===== src/rtl/control_sequencer_if.sv =====
// Control-sequencer bundle: opcode/handshake inputs from the IR and memory side,
// plus every strobe the sequencer drives into the datapath.
interface control_sequencer_if;
    logic [4:0] opcode;
    logic       mem_ready;
    logic       stop;

    logic       Gra, Grb, Grc;
    logic       Rin, Rout, BAout;
    logic       PCout, PCin, IncPC, MARin, MDRin, MDRout, IRin;
    logic       Yin, Zin, Zlowout, Zhighout, HIin, LOin, Cout;
    logic       Read, Write;
    logic [4:0] alu_op;
    logic       run;
    logic       illegal;

    // Sequencer side: consumes opcode/handshakes, produces strobes
    modport master (
        input  opcode, mem_ready, stop,
        output Gra, Grb, Grc, Rin, Rout, BAout,
        output PCout, PCin, IncPC, MARin, MDRin, MDRout, IRin,
        output Yin, Zin, Zlowout, Zhighout, HIin, LOin, Cout,
        output Read, Write, alu_op, run, illegal
    );

    // Datapath side: supplies opcode/handshakes, consumes strobes
    modport slave (
        output opcode, mem_ready, stop,
        input  Gra, Grb, Grc, Rin, Rout, BAout,
        input  PCout, PCin, IncPC, MARin, MDRin, MDRout, IRin,
        input  Yin, Zin, Zlowout, Zhighout, HIin, LOin, Cout,
        input  Read, Write, alu_op, run, illegal
    );
endinterface


===== src/rtl/control_sequencer.sv =====
// Moore control-step generator: fetch T0-T2, per-class execute T3-T7, HALT.
// Strobes are a pure decode of the step register and the opcode held in the IR.
module control_sequencer (
    input  logic                       clock,
    input  logic                       reset_n,
    control_sequencer_if.master        bus
);

    localparam logic [3:0] ST_RESET = 4'd0;
    localparam logic [3:0] ST_T0    = 4'd1;
    localparam logic [3:0] ST_T1    = 4'd2;
    localparam logic [3:0] ST_T2    = 4'd3;
    localparam logic [3:0] ST_T3    = 4'd4;
    localparam logic [3:0] ST_T4    = 4'd5;
    localparam logic [3:0] ST_T5    = 4'd6;
    localparam logic [3:0] ST_T6    = 4'd7;
    localparam logic [3:0] ST_T7    = 4'd8;
    localparam logic [3:0] ST_HALT  = 4'd9;

    localparam logic [3:0] CL_ALU    = 4'd0;
    localparam logic [3:0] CL_IMM    = 4'd1;
    localparam logic [3:0] CL_LD     = 4'd2;
    localparam logic [3:0] CL_ST     = 4'd3;
    localparam logic [3:0] CL_MULDIV = 4'd4;
    localparam logic [3:0] CL_NEGNOT = 4'd5;
    localparam logic [3:0] CL_NOP    = 4'd6;
    localparam logic [3:0] CL_HALT   = 4'd7;
    localparam logic [3:0] CL_RSVD   = 4'd8;

    localparam logic [4:0] ALU_ADD = 5'b00011;

    function automatic logic [3:0] op_class(input logic [4:0] op);
        logic [3:0] cls;
        case (op)
            5'd3, 5'd4, 5'd5, 5'd6,
            5'd7, 5'd8, 5'd9, 5'd10:       cls = CL_ALU;
            5'd1, 5'd11, 5'd12, 5'd13:     cls = CL_IMM;
            5'd0:                          cls = CL_LD;
            5'd2:                          cls = CL_ST;
            5'd14, 5'd15:                  cls = CL_MULDIV;
            5'd16, 5'd17:                  cls = CL_NEGNOT;
            5'd25:                         cls = CL_NOP;
            5'd26:                         cls = CL_HALT;
            default:                       cls = CL_RSVD;
        endcase
        return cls;
    endfunction

    typedef struct packed {
        logic gra, grb, grc, rin, rout, baout;
        logic pcout, pcin, incpc, marin, mdrin, mdrout, irin;
        logic yin, zin, zlowout, zhighout, hiin, loin, cout;
        logic read, write, run, illegal;
    } strobes_t;

    logic [3:0] state_q, state_d;
    logic [3:0] step_s;
    logic [3:0] class_s;
    logic       last_s;
    strobes_t   out_s;
    logic [4:0] alu_s;

    assign class_s = op_class(bus.opcode);

    // Step register
    always_ff @(posedge clock or negedge reset_n) begin
        if (!reset_n) begin
            state_q <= ST_RESET;
        end else begin
            state_q <= state_d;
        end
    end

    // Next step; last_s marks an instruction boundary where stop is honoured
    always_comb begin
        step_s = state_q;
        last_s = 1'b0;
        case (state_q)
            ST_RESET: step_s = ST_T0;
            ST_T0:    step_s = ST_T1;
            ST_T1:    step_s = bus.mem_ready ? ST_T2 : ST_T1;
            ST_T2:    step_s = ST_T3;
            ST_T3: begin
                case (class_s)
                    CL_HALT:         step_s = ST_HALT;
                    CL_NOP, CL_RSVD: last_s = 1'b1;
                    default:         step_s = ST_T4;
                endcase
            end
            ST_T4: begin
                case (class_s)
                    CL_ALU, CL_IMM, CL_LD, CL_ST, CL_MULDIV: step_s = ST_T5;
                    default:                                 last_s = 1'b1;
                endcase
            end
            ST_T5: begin
                case (class_s)
                    CL_LD, CL_ST, CL_MULDIV: step_s = ST_T6;
                    default:                 last_s = 1'b1;
                endcase
            end
            ST_T6: begin
                case (class_s)
                    CL_LD:   step_s = bus.mem_ready ? ST_T7 : ST_T6;
                    CL_ST:   step_s = ST_T7;
                    default: last_s = 1'b1;
                endcase
            end
            ST_T7: begin
                case (class_s)
                    CL_ST: begin
                        last_s = bus.mem_ready;
                        step_s = ST_T7;
                    end
                    default: last_s = 1'b1;
                endcase
            end
            ST_HALT:  step_s = ST_HALT;
            default:  step_s = ST_RESET;
        endcase
        state_d = last_s ? (bus.stop ? ST_HALT : ST_T0) : step_s;
    end

    // Strobe decode from step and instruction class
    always_comb begin
        out_s = '0;
        alu_s = 5'd0;
        case (state_q)
            ST_T0: begin
                out_s.pcout = 1'b1;
                out_s.marin = 1'b1;
                out_s.incpc = 1'b1;
                out_s.zin   = 1'b1;
                alu_s       = ALU_ADD;
            end
            ST_T1: begin
                out_s.zlowout = 1'b1;
                out_s.pcin    = 1'b1;
                out_s.read    = 1'b1;
                out_s.mdrin   = 1'b1;
            end
            ST_T2: begin
                out_s.mdrout = 1'b1;
                out_s.irin   = 1'b1;
            end
            ST_T3: begin
                alu_s = bus.opcode;
                case (class_s)
                    CL_ALU: begin
                        out_s.grb  = 1'b1;
                        out_s.rout = 1'b1;
                        out_s.yin  = 1'b1;
                    end
                    CL_IMM, CL_LD, CL_ST: begin
                        out_s.grb   = 1'b1;
                        out_s.baout = 1'b1;
                        out_s.yin   = 1'b1;
                        alu_s       = (class_s == CL_IMM) ? bus.opcode : ALU_ADD;
                    end
                    CL_MULDIV: begin
                        out_s.gra  = 1'b1;
                        out_s.rout = 1'b1;
                        out_s.yin  = 1'b1;
                    end
                    CL_NEGNOT: begin
                        out_s.grb  = 1'b1;
                        out_s.rout = 1'b1;
                        out_s.zin  = 1'b1;
                    end
                    CL_RSVD: out_s.illegal = 1'b1;
                    default: out_s.illegal = 1'b0;
                endcase
            end
            ST_T4: begin
                alu_s = bus.opcode;
                case (class_s)
                    CL_ALU: begin
                        out_s.grc  = 1'b1;
                        out_s.rout = 1'b1;
                        out_s.zin  = 1'b1;
                    end
                    CL_IMM, CL_LD, CL_ST: begin
                        out_s.cout = 1'b1;
                        out_s.zin  = 1'b1;
                        alu_s      = (class_s == CL_IMM) ? bus.opcode : ALU_ADD;
                    end
                    CL_MULDIV: begin
                        out_s.grb  = 1'b1;
                        out_s.rout = 1'b1;
                        out_s.zin  = 1'b1;
                    end
                    CL_NEGNOT: begin
                        out_s.zlowout = 1'b1;
                        out_s.gra     = 1'b1;
                        out_s.rin     = 1'b1;
                    end
                    default: out_s.zin = 1'b0;
                endcase
            end
            ST_T5: begin
                alu_s         = bus.opcode;
                out_s.zlowout = 1'b1;
                case (class_s)
                    CL_ALU, CL_IMM: begin
                        out_s.gra = 1'b1;
                        out_s.rin = 1'b1;
                    end
                    CL_LD, CL_ST: out_s.marin   = 1'b1;
                    CL_MULDIV:    out_s.loin    = 1'b1;
                    default:      out_s.zlowout = 1'b0;
                endcase
            end
            ST_T6: begin
                alu_s = bus.opcode;
                case (class_s)
                    CL_LD: begin
                        out_s.read  = 1'b1;
                        out_s.mdrin = 1'b1;
                    end
                    CL_ST: begin
                        out_s.gra   = 1'b1;
                        out_s.rout  = 1'b1;
                        out_s.mdrin = 1'b1;
                    end
                    CL_MULDIV: begin
                        out_s.zhighout = 1'b1;
                        out_s.hiin     = 1'b1;
                    end
                    default: out_s.read = 1'b0;
                endcase
            end
            ST_T7: begin
                alu_s = bus.opcode;
                case (class_s)
                    CL_LD: begin
                        out_s.mdrout = 1'b1;
                        out_s.gra    = 1'b1;
                        out_s.rin    = 1'b1;
                    end
                    CL_ST:   out_s.write = 1'b1;
                    default: out_s.write = 1'b0;
                endcase
            end
            default: alu_s = 5'd0;
        endcase
        out_s.run = (state_q != ST_RESET) && (state_q != ST_HALT);
    end

    assign bus.Gra      = out_s.gra;
    assign bus.Grb      = out_s.grb;
    assign bus.Grc      = out_s.grc;
    assign bus.Rin      = out_s.rin;
    assign bus.Rout     = out_s.rout;
    assign bus.BAout    = out_s.baout;
    assign bus.PCout    = out_s.pcout;
    assign bus.PCin     = out_s.pcin;
    assign bus.IncPC    = out_s.incpc;
    assign bus.MARin    = out_s.marin;
    assign bus.MDRin    = out_s.mdrin;
    assign bus.MDRout   = out_s.mdrout;
    assign bus.IRin     = out_s.irin;
    assign bus.Yin      = out_s.yin;
    assign bus.Zin      = out_s.zin;
    assign bus.Zlowout  = out_s.zlowout;
    assign bus.Zhighout = out_s.zhighout;
    assign bus.HIin     = out_s.hiin;
    assign bus.LOin     = out_s.loin;
    assign bus.Cout     = out_s.cout;
    assign bus.Read     = out_s.read;
    assign bus.Write    = out_s.write;
    assign bus.run      = out_s.run;
    assign bus.illegal  = out_s.illegal;
    assign bus.alu_op   = alu_s;

endmodule


===== src/flat_wrapper.sv =====
// flat-port wrapper written by rule: the top's interface ports become plain ports
module control_sequencer_flat 
  (clock, reset_n, bus_opcode, bus_mem_ready, bus_stop, bus_Gra, bus_Grb, bus_Grc, bus_Rin, bus_Rout, bus_BAout, bus_PCout, bus_PCin, bus_IncPC, bus_MARin, bus_MDRin, bus_MDRout, bus_IRin, bus_Yin, bus_Zin, bus_Zlowout, bus_Zhighout, bus_HIin, bus_LOin, bus_Cout, bus_Read, bus_Write, bus_alu_op, bus_run, bus_illegal);
  control_sequencer_if bus_i ();
  input  logic clock;
  input  logic reset_n;
  input wire logic [$bits(bus_i.opcode)-1:0] bus_opcode;
  input wire logic [$bits(bus_i.mem_ready)-1:0] bus_mem_ready;
  input wire logic [$bits(bus_i.stop)-1:0] bus_stop;
  output wire logic [$bits(bus_i.Gra)-1:0] bus_Gra;
  output wire logic [$bits(bus_i.Grb)-1:0] bus_Grb;
  output wire logic [$bits(bus_i.Grc)-1:0] bus_Grc;
  output wire logic [$bits(bus_i.Rin)-1:0] bus_Rin;
  output wire logic [$bits(bus_i.Rout)-1:0] bus_Rout;
  output wire logic [$bits(bus_i.BAout)-1:0] bus_BAout;
  output wire logic [$bits(bus_i.PCout)-1:0] bus_PCout;
  output wire logic [$bits(bus_i.PCin)-1:0] bus_PCin;
  output wire logic [$bits(bus_i.IncPC)-1:0] bus_IncPC;
  output wire logic [$bits(bus_i.MARin)-1:0] bus_MARin;
  output wire logic [$bits(bus_i.MDRin)-1:0] bus_MDRin;
  output wire logic [$bits(bus_i.MDRout)-1:0] bus_MDRout;
  output wire logic [$bits(bus_i.IRin)-1:0] bus_IRin;
  output wire logic [$bits(bus_i.Yin)-1:0] bus_Yin;
  output wire logic [$bits(bus_i.Zin)-1:0] bus_Zin;
  output wire logic [$bits(bus_i.Zlowout)-1:0] bus_Zlowout;
  output wire logic [$bits(bus_i.Zhighout)-1:0] bus_Zhighout;
  output wire logic [$bits(bus_i.HIin)-1:0] bus_HIin;
  output wire logic [$bits(bus_i.LOin)-1:0] bus_LOin;
  output wire logic [$bits(bus_i.Cout)-1:0] bus_Cout;
  output wire logic [$bits(bus_i.Read)-1:0] bus_Read;
  output wire logic [$bits(bus_i.Write)-1:0] bus_Write;
  output wire logic [$bits(bus_i.alu_op)-1:0] bus_alu_op;
  output wire logic [$bits(bus_i.run)-1:0] bus_run;
  output wire logic [$bits(bus_i.illegal)-1:0] bus_illegal;
  assign bus_i.opcode = bus_opcode;
  assign bus_i.mem_ready = bus_mem_ready;
  assign bus_i.stop = bus_stop;
  assign bus_Gra = bus_i.Gra;
  assign bus_Grb = bus_i.Grb;
  assign bus_Grc = bus_i.Grc;
  assign bus_Rin = bus_i.Rin;
  assign bus_Rout = bus_i.Rout;
  assign bus_BAout = bus_i.BAout;
  assign bus_PCout = bus_i.PCout;
  assign bus_PCin = bus_i.PCin;
  assign bus_IncPC = bus_i.IncPC;
  assign bus_MARin = bus_i.MARin;
  assign bus_MDRin = bus_i.MDRin;
  assign bus_MDRout = bus_i.MDRout;
  assign bus_IRin = bus_i.IRin;
  assign bus_Yin = bus_i.Yin;
  assign bus_Zin = bus_i.Zin;
  assign bus_Zlowout = bus_i.Zlowout;
  assign bus_Zhighout = bus_i.Zhighout;
  assign bus_HIin = bus_i.HIin;
  assign bus_LOin = bus_i.LOin;
  assign bus_Cout = bus_i.Cout;
  assign bus_Read = bus_i.Read;
  assign bus_Write = bus_i.Write;
  assign bus_alu_op = bus_i.alu_op;
  assign bus_run = bus_i.run;
  assign bus_illegal = bus_i.illegal;
  control_sequencer u_core (.clock(clock), .reset_n(reset_n), .bus(bus_i));
endmodule

===== config.mk =====
export PLATFORM = sky130hd
export DESIGN_NAME = control_sequencer_flat
export DESIGN_NICKNAME = d
export VERILOG_FILES = /design/src/rtl/control_sequencer_if.sv /design/src/rtl/control_sequencer.sv /design/src/flat_wrapper.sv
export SDC_FILE = /design/constraint.sdc
export NUM_CORES = 1
export LEC_CHECK = 0
export CAP_MARGIN = 5
export CORE_MARGIN = 4
export CORE_UTILIZATION = 43
export DETAILED_ROUTE_END_ITERATION = 7
export GPL_TIMING_DRIVEN = 0
export PLACE_DENSITY = 0.81
export SYNTH_ARGS = -nofsm -noshare
export SYNTH_HDL_FRONTEND = slang
export SYNTH_SLANG_ARGS = --single-unit

===== constraint.sdc =====
create_clock -name clock -period 2.9 [get_ports clock]
set_clock_uncertainty 0.1 [all_clocks]
set_input_delay 0.725 -clock clock [delete_from_list [all_inputs] [get_ports clock]]
set_output_delay 0.725 -clock clock [all_outputs]
set_load 0.05 [all_outputs]

==> flow_summary.html, run 1 <==
<table>
<tr><th>Metric</th><th>Value</th></tr>
<tr><th colspan="2">Final layout</th></tr>
<tr><td>Antenna fix cells</td><td>0</td></tr>
<tr><td>Biggest register</td><td>u_core.state_q</td></tr>
<tr><td>Post-synthesis to final-layout area growth</td><td>81.8%</td></tr>
<tr><td>Layout Cell Area excl Fill</td><td>0.00172 mm2</td></tr>
<tr><td>Utilization after layout</td><td>0.853</td></tr>
<tr><td>Top library cells by usage in the layout, fill and taps aside</td><td>nand2_1, buf_4, nor2_1</td></tr>
<tr><td>Filler-free cell count of the finished design</td><td>223</td></tr>
<tr><td>Registers with the most flip-flops</td><td>u_core.state_q (4)</td></tr>
<tr><td>Layout cell share with drive strength beyond 1</td><td>0.459</td></tr>
<tr><td>Nets@finish</td><td>210</td></tr>
<tr><td>Max reg flops</td><td>4</td></tr>
<tr><th colspan="2">Job</th></tr>
<tr><td>Number of maximum-capacitance constraint violations</td><td>0</td></tr>
<tr><th colspan="2">Synthesis</th></tr>
<tr><td>Count of mapped cells out of synthesis</td><td>146</td></tr>
<tr><td>Async set-reset flop share out of synthesis</td><td>1.00</td></tr>
<tr><td>Cell area after synthesis</td><td>948 um2</td></tr>
<tr><td>Sequential area share after synthesis</td><td>0.106</td></tr>
<tr><td>Mapped Avg Cell Area</td><td>6.50 um2</td></tr>
<tr><td>Syn nets</td><td>158</td></tr>
<tr><td>Yosys cell types</td><td>42</td></tr>
<tr><td>Post-synth EDFFs</td><td>0</td></tr>
<tr><td>Synthesis Warnings</td><td>0</td></tr>
<tr><td>Leading register cell type out of synthesis</td><td>dfrtp_1</td></tr>
<tr><td>Post-synthesis register bit count</td><td>4</td></tr>
<tr><th colspan="2">Floorplanning</th></tr>
<tr><td>Die Area</td><td>0.00302 mm2</td></tr>
<tr><td>Area inside the core boundary</td><td>0.00202 mm2</td></tr>
<tr><td>Number of rows created at floorplan</td><td>16</td></tr>
<tr><td>Horiz. Die Dim</td><td>55.0 um</td></tr>
<tr><td>Effective utilization at floorplan</td><td>0.469</td></tr>
<tr><td>Top-level I/O count</td><td>38</td></tr>
<tr><td>Die Height</td><td>55.0 um</td></tr>
<tr><th colspan="2">Clock tree</th></tr>
<tr><td>Worst skew pair latency</td><td>230 ps</td></tr>
<tr><td>Clock tree root driver cell</td><td>clkbuf_4</td></tr>
<tr><td>Clock tree from TritonCTS</td><td>built</td></tr>
<tr><td>Number of buffers on the longest clock path</td><td>2</td></tr>
<tr><td>Sinks on the clock net</td><td>4</td></tr>
<tr><td>Clock transition at the registers of the reported paths</td><td>40 ps</td></tr>
<tr><td>H-tree levels</td><td>1</td></tr>
<tr><td>CTS buffer count</td><td>3</td></tr>
<tr><th colspan="2">Global routing</th></tr>
<tr><td>Overall track demand over capacity in global routing</td><td>0.216</td></tr>
<tr><td>Residual overflow from global routing</td><td>0</td></tr>
<tr><td>First-pass GRT wire length</td><td>4960 um</td></tr>
<tr><td>Vias in the first global route</td><td>1145</td></tr>
<tr><td>Pin count of the biggest net entering global routing</td><td>11</td></tr>
<tr><td>Antenna violations before repair</td><td>0</td></tr>
<tr><th colspan="2">Route</th></tr>
<tr><td>DRC viols</td><td>0</td></tr>
<tr><td>Vias per cell</td><td>5.66</td></tr>
<tr><td>Number of detailed-route iterations in the first pass</td><td>4</td></tr>
<tr><td>Via total after detailed routing</td><td>1262</td></tr>
<tr><td>Routed WL per cell</td><td>14.7 um</td></tr>
<tr><td>DRT antenna net count</td><td>0</td></tr>
<tr><td>Final Routed Wirelength</td><td>3280 um</td></tr>
<tr><td>DRC violation total after the first TritonRoute iteration</td><td>60</td></tr>
<tr><th colspan="2">Timing</th></tr>
<tr><td>Final critical delay including setup and external delays</td><td>3080 ps</td></tr>
<tr><td>Number of slew-limit violations in the final report</td><td>0</td></tr>
<tr><td>Achievable frequency</td><td>0.325 GHz</td></tr>
<tr><td>Finish-stage setup viols</td><td>13</td></tr>
<tr><td>Number of failing hold endpoints at the final stage</td><td>0</td></tr>
<tr><td>Relative slew slack</td><td>0.636</td></tr>
<tr><td>Final Worst Setup Slack</td><td>-180 ps</td></tr>
<tr><td>Final clock period utilization by the worst path</td><td>1.06</td></tr>
<tr><td>Final-layout worst hold slack</td><td>600 ps</td></tr>
<tr><td>RSZ-0062 raised after global routing</td><td>yes</td></tr>
<tr><td>Final sum of negative setup slack</td><td>-1170 ps</td></tr>
<tr><td>Worst Max-Slew Pin Slew</td><td>547 ps</td></tr>
<tr><th colspan="2">Placed design</th></tr>
<tr><td>Global placement routability congestion</td><td>0.880</td></tr>
<tr><td>Port Buffers</td><td>36</td></tr>
<tr><td>Placement-stage worst setup slack</td><td>-1540 ps</td></tr>
<tr><td>Instance area at placement</td><td>0.00152 mm2</td></tr>
<tr><td>Post-placement cell count</td><td>209</td></tr>
<tr><td>DP Wirelength</td><td>2410 um</td></tr>
<tr><th colspan="2">Worst setup path</th></tr>
<tr><td>CP Capture Type</td><td>output port</td></tr>
<tr><td>Register-to-register path setup slack</td><td>1030 ps</td></tr>
<tr><td>Max Fanout on Critical Path</td><td>5</td></tr>
<tr><td>Critical path launch point type</td><td>primary input</td></tr>
<tr><td>Critical setup path kind</td><td>in -&gt; out</td></tr>
<tr><td>Required arrival time at the worst endpoint</td><td>2080 ps</td></tr>
<tr><td>Arrival time at the worst endpoint</td><td>2250 ps</td></tr>
<tr><th colspan="2">Pwr</th></tr>
<tr><td>Overall power</td><td>1.49 mW</td></tr>
<tr><td>Leakage power figure</td><td>0.740 nW</td></tr>
<tr><td>Worst IR Drop VDD</td><td>0.840 mV</td></tr>
<tr><td>Cell area power density</td><td>865 mW/mm2</td></tr>
<tr><th colspan="2">Hold path</th></tr>
<tr><td>Class of the tightest hold or removal check</td><td>in -&gt; async</td></tr>
<tr><th colspan="2">Run status</th></tr>
<tr><td>Violated checks</td><td>negative setup slack</td></tr>
<tr><td>Outcome</td><td>finished, violations left</td></tr>
</table>
==> path summary, 6_finish.rpt <==
check,depth (start not counted),endpoint,from
setup / recovery,10,bus_MDRout,bus_opcode[1]
hold / removal,1,u_core.state_q[1],reset_n
setup reg to reg,5,u_core.state_q[3],u_core.state_q[3]
hold reg to reg,4,u_core.state_q[0],u_core.state_q[2]
max in group asynchronous,1,u_core.state_q[0],reset_n
min in group clock,4,u_core.state_q[0],u_core.state_q[2]
==> Yosys cell counts, types with 2 or more instances <==
cell | count | area share
nand4_1 | 2 | 0.013
nor2_1 | 22 | 0.087
a21oi_1 | 6 | 0.032
ha_1 | 3 | 0.040
or4_4 | 2 | 0.024
dfrtp_1 | 4 | 0.11
o32a_1 | 2 | 0.021
a31oi_1 | 2 | 0.013
buf_6 | 3 | 0.036
or2_1 | 2 | 0.013
mux2i_1 | 2 | 0.021
and2_1 | 2 | 0.013
inv_1 | 6 | 0.024
o21ai_0 | 6 | 0.032
o21ai_1 | 8 | 0.042
nand2_1 | 16 | 0.063
buf_4 | 2 | 0.016
a21boi_1 | 2 | 0.016
nor3_1 | 5 | 0.026
nand2b_1 | 6 | 0.040
clkbuf_1 | 7 | 0.028
nand3_1 | 7 | 0.037
or3_1 | 4 | 0.026
nor2b_1 | 7 | 0.046
==> kinds of logic after synthesis <==
family | after synthesis | synth area share
buffers and inverters | 20 | 0.112
AND/OR/NAND/NOR | 80 | 0.438
adder cells (fa/ha/maj) | 3 | 0.0396
multiplexers | 3 | 0.0330
flip-flops | 4 | 0.106
AO/OA/AOI/OAI | 36 | 0.272
==> metal layers <==
metal,track usage,up-vias,routed length (um)
met4,0.0688,0,0
met3,0.0322,0,282
met2,0.384,58,1590
met5,0,-,0
li1,-,618,-
met1,0.265,586,1400
==> power by group <==
part | internal [mW] | switching [mW]
combinational | 0.444 | 0.834
clock | 0.0462 | 0.0215
sequential | 0.0814 | 0.0643
total | 0.572 | 0.920
==> worst max-delay path, cell delays in order <==
cell      delay [ps]
buf_12           100
inv_6             30
ha_4             240
nor3b_2          150
a31oi_1          170
o21ai_2          140
buf_4            160
or3_4            330
nand2b_4          80
buf_8            140
==> final cells by class <==
cell class | instances | area, um2
repair buffers | 50 | 492
well taps | 27 | 33.8
inverters | 6 | 40.0
clock buffers | 3 | 22.5
fillers | 126 | 298
flip-flops and latches | 4 | 100
multi-input cells | 122 | 962
plain buffers | 11 | 73.8
==> repair_timing <==
item | 4_1_cts | 5_1_grt
setup endpoints to repair | 32 | 28
gates resized for setup | 164 | 31
hold buffers | 0 | 0
pin swaps | 12 | 9
buffers inserted | 9 | 5
Note: power is estimated with default switching activity, not from simulation.
==> inputs of run 2 (changes only) <==
--- a/config.mk
+++ b/config.mk
@@ -11,6 +11,7 @@
 export DETAILED_ROUTE_END_ITERATION = 7
 export GPL_TIMING_DRIVEN = 0
 export PLACE_DENSITY = 0.81
+export REMOVE_ABC_BUFFERS = 1
 export SYNTH_ARGS = -nofsm -noshare
 export SYNTH_HDL_FRONTEND = slang
 export SYNTH_SLANG_ARGS = --single-unit
==> run 2 against run 1 <==
Effect of this change: the flow still finishes with violations (negative setup slack); critical path depth down 1; wire length down 1.1%; die area unchanged; clock-buffer cell count unchanged; highest routed layer is now met4; combinational power down 13%; cell count down 6.3%; largest cell class unchanged; utilization down 8.2 points.
==> flow_summary.html, run 2 (synthesis results as in run 1) <==
<table>
<tr><th>Metric</th><th>Value</th></tr>
<tr><th colspan="2">Clock tree</th></tr>
<tr><td>Hold_buf cts</td><td>0 (unchanged)</td></tr>
<tr><td>Clock tree root driver cell</td><td>clkbuf_4 (unchanged)</td></tr>
<tr><td>CTS buffer count</td><td>3 (unchanged)</td></tr>
<tr><td>Number of buffers on the longest clock path</td><td>2 (unchanged)</td></tr>
<tr><td>Sinks on the clock net</td><td>4 (unchanged)</td></tr>
<tr><td>H-tree levels</td><td>1 (unchanged)</td></tr>
<tr><td>Clock tree from TritonCTS</td><td>built (unchanged)</td></tr>
<tr><td>Clock transition at the registers of the reported paths</td><td>40 ps (about the same)</td></tr>
<tr><td>Worst skew pair latency</td><td>240 ps (was 230 ps)</td></tr>
<tr><th colspan="2">Global routing</th></tr>
<tr><td>Overall track demand over capacity in global routing</td><td>0.223 (was 0.216)</td></tr>
<tr><td>Pin count of the biggest net entering global routing</td><td>20 (was 11)</td></tr>
<tr><td>Antenna violations before repair</td><td>0 (unchanged)</td></tr>
<tr><td>First-pass GRT wire length</td><td>4970 um (was 4960 um)</td></tr>
<tr><td>Vias in the first global route</td><td>1135 (was 1145)</td></tr>
<tr><td>Residual overflow from global routing</td><td>0 (unchanged)</td></tr>
<tr><th colspan="2">Worst setup path</th></tr>
<tr><td>CP Capture Type</td><td>output port (unchanged)</td></tr>
<tr><td>CP max stage delay</td><td>390 ps (was 330 ps)</td></tr>
<tr><td>Critical path launch point type</td><td>primary input (unchanged)</td></tr>
<tr><td>Max Fanout on Critical Path</td><td>6 (was 5)</td></tr>
<tr><td>Critical setup path kind</td><td>in -&gt; out (unchanged)</td></tr>
<tr><td>Dominant delay contributor by cell family on the critical path</td><td>compound AO/OA/AOI/OAI gates (was simple AND/OR/NAND/NOR gates)</td></tr>
<tr><td>Slowest CP cell</td><td>o32a_1 (was or3_4)</td></tr>
<tr><td>Arrival time at the worst endpoint</td><td>2280 ps (was 2250 ps)</td></tr>
<tr><td>Required arrival time at the worst endpoint</td><td>2080 ps (about the same)</td></tr>
<tr><td>Critical path launch point</td><td>bus_opcode[1] (unchanged)</td></tr>
<tr><td>Worst Path Buf+Inv</td><td>3 (was 4)</td></tr>
<tr><td>Worst-path cell chain</td><td>buf_12, ha_4, buf_4, and2_4, o21ai_2, o21ai_4, o32a_1, nand2_1, buf_6 (was buf_12, inv_6, ha_4, nor3b_2, a31oi_1, o21ai_2, buf_4, or3_4, nand2b_4, buf_8)</td></tr>
<tr><td>R2r startpoint</td><td>u_core.state_q[3] (unchanged)</td></tr>
<tr><th colspan="2">Placed design</th></tr>
<tr><td>Global placement routability congestion</td><td>0.854 (was 0.880)</td></tr>
<tr><td>Port Buffers</td><td>37 (was 36)</td></tr>
<tr><td>DP Wirelength</td><td>2120 um (was 2410 um)</td></tr>
<tr><th colspan="2">Floorplanning</th></tr>
<tr><td>Area inside the core boundary</td><td>0.00202 mm2 (unchanged)</td></tr>
<tr><td>Horiz. Die Dim</td><td>55.0 um (unchanged)</td></tr>
<tr><td>Top-level I/O count</td><td>38 (unchanged)</td></tr>
<tr><td>Die Area</td><td>0.00302 mm2 (unchanged)</td></tr>
<tr><td>Effective utilization at floorplan</td><td>0.469 (unchanged)</td></tr>
<tr><td>Die Height</td><td>55.0 um (unchanged)</td></tr>
<tr><td>Number of rows created at floorplan</td><td>16 (unchanged)</td></tr>
<tr><th colspan="2">Timing</th></tr>
<tr><td>RSZ-0062 raised after global routing</td><td>yes (unchanged)</td></tr>
<tr><td>Relative slew slack</td><td>0.664 (was 0.636)</td></tr>
<tr><td>Finish-stage setup viols</td><td>10 (was 13)</td></tr>
<tr><td>Final Worst Setup Slack</td><td>-205 ps (was -180 ps)</td></tr>
<tr><td>Final-layout worst hold slack</td><td>583 ps (was 600 ps)</td></tr>
<tr><td>Number of failing hold endpoints at the final stage</td><td>0 (unchanged)</td></tr>
<tr><td>Achievable frequency</td><td>0.322 GHz (was 0.325 GHz)</td></tr>
<tr><td>Worst Max-Slew Pin Slew</td><td>503 ps (was 547 ps)</td></tr>
<tr><td>Final critical delay including setup and external delays</td><td>3100 ps (was 3080 ps)</td></tr>
<tr><td>Number of slew-limit violations in the final report</td><td>0 (unchanged)</td></tr>
<tr><td>Final clock period utilization by the worst path</td><td>1.07 (was 1.06)</td></tr>
<tr><th colspan="2">Hold path</th></tr>
<tr><td>Class of the tightest hold or removal check</td><td>in -&gt; async (unchanged)</td></tr>
<tr><th colspan="2">Route</th></tr>
<tr><td>DRC violation total after the first TritonRoute iteration</td><td>57 (was 60)</td></tr>
<tr><td>DRT antenna net count</td><td>0 (unchanged)</td></tr>
<tr><td>DRC viols</td><td>0 (unchanged)</td></tr>
<tr><td>Vias per cell</td><td>5.88 (was 5.66)</td></tr>
<tr><td>Via total after detailed routing</td><td>1229 (was 1262)</td></tr>
<tr><td>Final Routed Wirelength</td><td>3240 um (was 3280 um)</td></tr>
<tr><td>Number of detailed-route iterations in the first pass</td><td>4 (unchanged)</td></tr>
<tr><td>Routed WL per cell</td><td>15.5 um (was 14.7 um)</td></tr>
<tr><th colspan="2">Final layout</th></tr>
<tr><td>Antenna fix cells</td><td>0 (unchanged)</td></tr>
<tr><td>Post-synthesis to final-layout area growth</td><td>64.4% (was 81.8%)</td></tr>
<tr><td>Top library cells by usage in the layout, fill and taps aside</td><td>nor2_1, nand2_1, buf_6 (was nand2_1, buf_4, nor2_1)</td></tr>
<tr><td>Registers with the most flip-flops</td><td>u_core.state_q (4) (unchanged)</td></tr>
<tr><td>Sequential Area</td><td>105 um2 (was 100 um2)</td></tr>
<tr><td>Count of filler cells inserted in the layout</td><td>153 (was 126)</td></tr>
<tr><td>Combined area of the multi-input logic cells</td><td>911 um2 (was 962 um2)</td></tr>
<tr><td>Layout cell share with drive strength beyond 1</td><td>0.440 (was 0.459)</td></tr>
<tr><td>Nets@finish</td><td>196 (was 210)</td></tr>
<tr><td>Biggest register</td><td>u_core.state_q (unchanged)</td></tr>
<tr><td>Max reg flops</td><td>4 (unchanged)</td></tr>
<tr><th colspan="2">Pwr</th></tr>
<tr><td>Power Internal</td><td>518 uW (was 572 uW)</td></tr>
<tr><td>Net Sw Power</td><td>882 uW (was 920 uW)</td></tr>
<tr><td>Overall power</td><td>1.40 mW (was 1.49 mW)</td></tr>
<tr><td>Proportion of power drawn by flip-flops and latches</td><td>0.152 (was 0.098)</td></tr>
<tr><td>Leakage power figure</td><td>0.663 nW (was 0.740 nW)</td></tr>
<tr><td>Logic gate share of total power</td><td>0.798 (was 0.857)</td></tr>
<tr><td>Worst IR Drop VDD</td><td>0.763 mV (was 0.840 mV)</td></tr>
<tr><td>Cell area power density</td><td>898 mW/mm2 (was 865 mW/mm2)</td></tr>
<tr><td>Switching Fraction</td><td>0.630 (was 0.617)</td></tr>
<tr><td>Clock power frac</td><td>0.049 (was 0.045)</td></tr>
<tr><th colspan="2">Job</th></tr>
<tr><td>Number of maximum-capacitance constraint violations</td><td>0 (unchanged)</td></tr>
<tr><th colspan="2">Run status</th></tr>
<tr><td>Violated checks</td><td>negative setup slack (unchanged)</td></tr>
<tr><td>Outcome</td><td>finished, violations left (unchanged)</td></tr>
</table>
-- run 2: changes by cell type in the layout (fill, tap and decap cells not counted), sizes merged --
cell / change
clkdlybuf4s15: +2
clkbuf: -8
clkdlybuf4s50: +1
dlygate4sd2: -1
buf: -8
-- run 2: per-stage QoR --
stage / std cells / util / instance area [um2] / TNS, ps / setup slack (ps)
after global routing: 209 / 0.771 / 1560 / -1910 / -227
after detailed placement: 196 / 0.627 / 1270 / -29030 / -1630
final: 209 / 0.771 / 1560 / -1260 / -205
after global placement: 196 / 0.627 / 1270 / -27930 / -1550
after floorplan: 132 / - / 865 / -5320 / -1070
after CTS: 206 / 0.717 / 1450 / -1330 / -203
-- run 2: final timing paths --
| path | to | slack, ps | depth (start not counted) |
|---|---|---|---|
| max reg2reg | u_core.state_q[0] | 1000 | 5 |
| max in group asynchronous | u_core.state_q[0] | 1940 | 1 |
| min in group clock | u_core.state_q[1] | 580 | 1 |
| max | bus_Rin | -200 | 9 |
| min reg2reg | u_core.state_q[1] | 580 | 1 |
| min | u_core.state_q[1] | 580 | 1 |
-- run 2: area by class of cell --
class / count / share of cell area
Multi-Input combinational cell: 122 / 0.584
Timing Repair Buffer: 47 / 0.291
Sequential cell: 4 / 0.0674
Clock buffer: 3 / 0.0144
Tap cell: 27 / 0.0217
Inverter: 6 / 0.0209
-- run 2: timing repair --
| action | in CTS | in global routing |
|---|---|---|
| pin swaps | 13 | 9 |
| hold endpoints to repair | 0 | 0 |
| setup endpoints to repair | 31 | 21 |
| gates resized for setup | 189 | 32 |
| setup buffers | 7 | 3 |
-- run 2: power groups by stage --
stage / logic (mW) / clock network (mW) / registers, mW
floorplan: 0.744 / 0 / 0.163
global placement: 1.03 / 0 / 0.187
detailed placement: 1.04 / 0 / 0.188
CTS: 1.07 / 0.0749 / 0.204
global route: 1.18 / 0.0811 / 0.223
finish: 1.12 / 0.0692 / 0.213
-- run 2: metal layers --
layer	track usage	share of wire	up-vias	wire [um]
li1	-	-	591	-
met1	0.259	0.41	561	1320
met2	0.409	0.48	73	1570
met3	0.0188	0.092	4	298
met4	0.105	0.017	0	56
met5	0	0	-	0
